==> config.mk <==
export PLATFORM = sky130hd
export DESIGN_NAME = sum_window_acc
export DESIGN_NICKNAME = d
export VERILOG_FILES = /design/src/rtl/sum_acc_pkg.sv /design/src/rtl/win_counter.sv /design/src/rtl/sum_window_acc.sv
export SDC_FILE = /design/constraint.sdc
export NUM_CORES = 1
export LEC_CHECK = 0
export BUFFER_PORTS_ARGS = -buffer_cell sky130_fd_sc_hd__buf_2
export CAP_MARGIN = 20
export CORE_MARGIN = 5
export CORE_UTILIZATION = 45
export DETAILED_ROUTE_END_ITERATION = 10
export GPL_TIMING_DRIVEN = 0
export PLACE_DENSITY = 0.74
export SLEW_MARGIN = 20
export SYNTH_ARGS = -nofsm -noshare
export SYNTH_HDL_FRONTEND = slang
export SYNTH_SLANG_ARGS = --single-unit
==> constraint.sdc <==
create_clock -name clk -period 2.6 [get_ports clk]
set_clock_uncertainty 0.15 [all_clocks]
set_input_delay 0.13 -clock clk [delete_from_list [all_inputs] [get_ports clk]]
set_output_delay 0.13 -clock clk [all_outputs]
set_load 0.05 [all_outputs]
==> src/rtl/sum_acc_pkg.sv <==
// Shared types and default widths for the windowed sum accumulator.
package sum_acc_pkg;

    localparam int SWIDTH_DEF    = 9;
    localparam int CNT_WIDTH_DEF = 8;

    typedef enum logic [1:0] {
        ST_IDLE  = 2'd0,
        ST_ACCUM = 2'd1,
        ST_HOLD  = 2'd2
    } state_e;

endpackage

==> src/rtl/win_counter.sv <==
// Window sample counter: latches the window length on load and flags when
// the next increment will reach it.
module win_counter #(
    parameter int WIDTH = 8
) (
    input  logic             clk,
    input  logic             rst_n,
    input  logic             load,
    input  logic             inc,
    input  logic [WIDTH-1:0] load_len,
    output logic             term_cnt
);

    localparam logic [WIDTH-1:0] ONE = WIDTH'(1);

    logic [WIDTH-1:0] count_q, count_d;
    logic [WIDTH-1:0] len_q, len_d;

    // A load counts the sample that opens the window, so it starts at one.
    always_comb begin
        count_d = count_q;
        len_d   = len_q;
        if (load) begin
            count_d = ONE;
            len_d   = load_len;
        end else if (inc) begin
            count_d = count_q + ONE;
        end
    end

    always_ff @(posedge clk or negedge rst_n) begin
        if (!rst_n) begin
            count_q <= '0;
            len_q   <= '0;
        end else begin
            count_q <= count_d;
            len_q   <= len_d;
        end
    end

    assign term_cnt = ((count_q + ONE) == len_q);

endmodule

==> src/rtl/sum_window_acc.sv <==
// Accumulates sum/zero-count/max over a window of accepted samples and holds
// the result under valid/ready handshake until the consumer takes it.
module sum_window_acc
    import sum_acc_pkg::*;
#(
    parameter int SWIDTH    = SWIDTH_DEF,
    parameter int CNT_WIDTH = CNT_WIDTH_DEF,
    parameter int ACC_WIDTH = SWIDTH + CNT_WIDTH
) (
    input  logic                 clk,
    input  logic                 rst_n,
    input  logic                 in_valid,
    output logic                 in_ready,
    input  logic [SWIDTH-1:0]    in_sum,
    input  logic                 in_zero,
    input  logic [CNT_WIDTH-1:0] win_len,
    output logic                 out_valid,
    input  logic                 out_ready,
    output logic [ACC_WIDTH-1:0] out_acc,
    output logic [CNT_WIDTH-1:0] out_zero_cnt,
    output logic [SWIDTH-1:0]    out_max,
    output logic                 busy
);

    state_e state_q, state_d;

    logic [ACC_WIDTH-1:0] acc_q, acc_d;
    logic [CNT_WIDTH-1:0] zcnt_q, zcnt_d;
    logic [SWIDTH-1:0]    max_q, max_d;
    logic [ACC_WIDTH-1:0] out_acc_q, out_acc_d;
    logic [CNT_WIDTH-1:0] out_zero_cnt_q, out_zero_cnt_d;
    logic [SWIDTH-1:0]    out_max_q, out_max_d;

    logic                 accept;
    logic                 start;
    logic                 accum_inc;
    logic                 load_out;
    logic                 win_last;
    logic                 len_is_one;
    logic [CNT_WIDTH-1:0] eff_len;

    assign accept     = in_valid & in_ready;
    assign start      = accept & (state_q != ST_ACCUM);
    assign accum_inc  = accept & (state_q == ST_ACCUM);
    assign eff_len    = (win_len == '0) ? CNT_WIDTH'(1) : win_len;
    assign len_is_one = (eff_len == CNT_WIDTH'(1));

    win_counter #(
        .WIDTH (CNT_WIDTH)
    ) u_win_counter (
        .clk      (clk),
        .rst_n    (rst_n),
        .load     (start),
        .inc      (accum_inc),
        .load_len (eff_len),
        .term_cnt (win_last)
    );

    always_ff @(posedge clk or negedge rst_n) begin
        if (!rst_n) begin
            state_q <= ST_IDLE;
        end else begin
            state_q <= state_d;
        end
    end

    // HOLD can only accept while retiring, which restarts a window directly.
    always_comb begin
        state_d = state_q;
        unique case (state_q)
            ST_IDLE: begin
                if (accept) begin
                    state_d = len_is_one ? ST_HOLD : ST_ACCUM;
                end
            end
            ST_ACCUM: begin
                if (accept && win_last) begin
                    state_d = ST_HOLD;
                end
            end
            ST_HOLD: begin
                if (out_ready) begin
                    if (accept) begin
                        state_d = len_is_one ? ST_HOLD : ST_ACCUM;
                    end else begin
                        state_d = ST_IDLE;
                    end
                end
            end
            default: state_d = ST_IDLE;
        endcase
    end

    always_comb begin
        out_valid = (state_q == ST_HOLD);
        busy      = (state_q != ST_IDLE);
        in_ready  = ~out_valid | out_ready;
    end

    always_comb begin
        acc_d  = acc_q;
        zcnt_d = zcnt_q;
        max_d  = max_q;
        if (start) begin
            acc_d  = ACC_WIDTH'(in_sum);
            zcnt_d = CNT_WIDTH'(in_zero);
            max_d  = in_sum;
        end else if (accum_inc) begin
            acc_d  = acc_q + ACC_WIDTH'(in_sum);
            zcnt_d = zcnt_q + CNT_WIDTH'(in_zero);
            max_d  = (in_sum > max_q) ? in_sum : max_q;
        end
    end

    // Every entry into HOLD coincides with the window's final accepted sample.
    always_comb begin
        load_out       = accept & (state_d == ST_HOLD);
        out_acc_d      = out_acc_q;
        out_zero_cnt_d = out_zero_cnt_q;
        out_max_d      = out_max_q;
        if (load_out) begin
            out_acc_d      = acc_d;
            out_zero_cnt_d = zcnt_d;
            out_max_d      = max_d;
        end
    end

    always_ff @(posedge clk or negedge rst_n) begin
        if (!rst_n) begin
            acc_q          <= '0;
            zcnt_q         <= '0;
            max_q          <= '0;
            out_acc_q      <= '0;
            out_zero_cnt_q <= '0;
            out_max_q      <= '0;
        end else begin
            acc_q          <= acc_d;
            zcnt_q         <= zcnt_d;
            max_q          <= max_d;
            out_acc_q      <= out_acc_d;
            out_zero_cnt_q <= out_zero_cnt_d;
            out_max_q      <= out_max_d;
        end
    end

    assign out_acc      = out_acc_q;
    assign out_zero_cnt = out_zero_cnt_q;
    assign out_max      = out_max_q;

endmodule

==> impl_metrics.ini <==
[cts]
cts_root_buf = clkbuf_8
cts-htree-levels = 3
ctsLongestPathBuffers = 2
numClockSinks = 86
clk_pin_slew_worst_paths_ps = 90
clk_latency_ps = 350
cts_tree = built
cts_buffers = 9

[cells_and_area]
fillCellCount = 857
final_common_cell = dfrtp_1
syn_to_final_growth_pct = 23.3
seqCellArea_sq_um = 2160
antenna_cells = 0
drive_gt1_share_pct = 23.2
final_cell_mix = dfrtp_1, buf_2, nand2_1
final_cell_area_sq_um = 5540
multi_input_area_sq_um = 2260
nets = 595

[sta]
tns_ps = 0
hold_violations = 0
fin_crit_ps = 2550
finalSetupViolCount = 0
worst_pin_slew_ps = 666
slew-limit-headroom_pct = 55.3
fmax_mhz = 393
slew_violations = 0
period_share_pct = 97.9

[yosys]
synth_cell_types = 55
yosysWarnings = 0
ys_ff_latch = 86
yosys.area_share.adder_pct = 6.29
synth-main-ff-cell = dfrtp_1
synth_top_family_by_area = simple AND/OR/NAND/NOR gates
synth_compound_area_share_pct = 15.2
synthSimpleGateAreaFrac_pct = 16.4
netlist_instances = 452
synthXorXnorAreaFrac_pct = 5.46
synth_edf_count = 0
syn_area_per_cell_sq_um = 9.94
synthMuxAreaShare_pct = 5.29
ys_seq_area_share_pct = 47.9
synth_fp_nets = 496
syn_area_sq_um = 4490
async_reset_ff_share_pct = 100

[global_routing]
grt_start_max_net_pins = 45
antenna_found_initial = 0
grt_pass1_vias = 3673
globalRouteTotalUtil_pct = 18.2
grt_pass1_wl_um = 17500
grt_overflow_total = 0

[power]
p_leak_nw = 2.65
power_density_nw_per_um2 = 1060
p_sw_share_pct = 45.8
power_frac_clock_pct = 14.6
total_power_mw = 5.87
vdd_drop_max_v = 0.000560
p_int_mw = 3.18
p_switching_mw = 2.69
power_frac_seq_pct = 35.7
p_comb_share_pct = 49.7

[worst_setup_path]
critPathArrivalTime_ps = 2640
slowest_delay_ps = 570
ff2ff_path_depth = 7
reg2reg_from = u_win_counter.count_q[0]
crit_start = win_len[6]
crit_path_end_kind = register
required_ps = 2690
cp_num_buf_inv = 3
r2r_slack_ps = 100
path_max_fanout = 6
crit_chain = dlygate4sd3_1 -> or4_4 -> or4_4 -> nor3_4 -> a31o_1 -> buf_6 -> buf_12 -> mux2_2
worst-path-stages = 8
worstSetupPathType = in -> reg
path_common_cell = or4_4
start_kind = input pin
setup.worst_path.end = out_zero_cnt[2]
path_delay_family = simple AND/OR/NAND/NOR gates
r2r-end = out_max[1]
cpMaxStageDelayCell = or4_4

[die]
die-area_sq_um = 12100
core_region_area_sq_um = 9770
die_h_um = 110
start_util_pct = 46.0
io_pins = 59
std_cell_rows = 36
die_x_um = 110

[job]
cap_viol_max_count = 0

[route]
drtIter0Drc = 179
drt_pass1_iterations = 5
wl_per_cell_um = 15.6
drt-total-wl_um = 10700
drtAntennaViolNets = 0
route.detailed.drc = 0
vias = 3744
via_per_inst = 5.43

[placement]
portBuffers = 58
placed_cell_area_sq_um = 4970
dp_hpwl_um = 7620
routabilityCongestion = 0.897

[hold_path]
whs_path_depth = 5
hp-class = in -> reg

[outcome]
status = completed
==> worst register-to-register path, stage by stage, from the launching register on <==
cell and delay [ps]:
dfrtp_2 480, ha_4 260, xor2_1 150, or3_1 440
nor3_2 300, buf_2 310, a211oi_1 140, a31oi_1 190
==> cell usage after synthesis (all sizes together) (2+ instances only) <==
master | instances | share of area, %
nor3 | 9 | 1.3
inv | 16 | 1.3
a22oi | 5 | 0.84
and3 | 4 | 0.56
xnor2 | 14 | 2.7
nand2 | 55 | 4.6
o22ai | 2 | 0.28
ha | 21 | 5.8
dfrtp | 86 | 48
nand3 | 20 | 2.3
buf | 6 | 1.0
o31ai | 2 | 0.33
a211oi | 15 | 2.5
nand3b | 2 | 0.33
o21a | 2 | 0.33
nand2b | 4 | 0.56
clkbuf | 13 | 1.1
mux2i | 2 | 0.45
and2 | 2 | 0.33
or4 | 2 | 0.42
nand4 | 7 | 0.97
o21ai | 35 | 3.9
a21oi | 13 | 1.4
o21bai | 2 | 0.33
a31oi | 13 | 1.8
mux2 | 16 | 4.8
a21o | 4 | 0.67
xor2 | 14 | 2.7
nor4 | 2 | 0.28
o2bb2ai | 7 | 1.4
nor2 | 42 | 3.5
==> sequential cells by signal, summed over array words and instances, names as in the netlist <==
| signal | flops |
|---|---|
| acc_q | 17 |
| max_q | 9 |
| u_win_counter.len_q | 8 |
| out_acc | 17 |
| zcnt_q | 8 |
| state_q | 2 |
| out_max | 9 |
| out_zero_cnt | 8 |
| u_win_counter.count_q | 8 |
==> per-stage QoR <==
step / setup WS (ps) / hold WS (ps) / util [%] / std cells
CTS: 5.74 / 37.6 / 54.9 / 682
global placement: -22.1 / 189 / 50.6 / 643
global route: -5.71 / 62.9 / 56.7 / 689
floorplan: 91.4 / -316 / - / 452
finish: 53.9 / 42.9 / 56.7 / 689
detailed placement: -85.7 / 8.77 / 50.9 / 644
==> cell families after synthesis <==
kind of cell	Yosys count
DFF	86
and+or+nand+nor	156
adders and majority gates	22
AOI/OAI and AO/OA	107
muxes	18
xor gates and xnor gates	28
buffers and inverters	35
==> worst min path at each step <==
stage,from,to,slack (ps)
after global placement,win_len[6],u_win_counter.len_q[6],190
after global routing,win_len[7],u_win_counter.len_q[0],60
final,in_valid,state_q[0],40
after floorplan,rst_n,acc_q[0],-320
after detailed placement,rst_n,zcnt_q[7],9
after CTS,in_valid,state_q[0],40
==> power groups by stage <==
stage / Combinational [mW] / Clock [mW] / Sequential, mW
after floorplan: 1.55 / 0 / 2.59
after CTS: 2.79 / 0.866 / 2.08
after global placement: 2.64 / 0 / 2.08
after detailed placement: 2.71 / 0 / 2.10
final: 2.92 / 0.855 / 2.10
after global routing: 3.22 / 0.923 / 2.16
==> layer usage <==
layer | part of all wire [%] | up-vias | track usage, %
li1 | - | 1805 | -
met1 | 46 | 1826 | 25.9
met2 | 48 | 106 | 28.7
met3 | 4.9 | 7 | 2.47
met4 | 0.76 | 0 | 5.97
met5 | 0 | - | 0
==> repair_timing <==
| item | CTS | global route |
|---|---|---|
| setup buffers | 2 | 7 |
| hold buffers | 20 | 0 |
| endpoints found under the hold margin | 71 | 0 |
| pin swaps | 1 | 5 |
| setup endpoints to repair | 19 | 39 |
| resized for setup | 4 | 22 |
| gates cloned | 0 | 1 |
==> final cells by class <==
| type | instances | share of cell area (%) |
|---|---|---|
| Clock buffer | 9 | 2.24 |
| Clock inverter | 7 | 0.881 |
| Timing Repair Buffer | 88 | 11.1 |
| Buffer | 19 | 1.94 |
| Multi-Input combinational cell | 331 | 40.8 |
| Tap cell | 133 | 3.00 |
| Sequential cell | 86 | 38.9 |
| Inverter | 16 | 1.08 |
No activity file was read; power rests on OpenSTA's default activity.
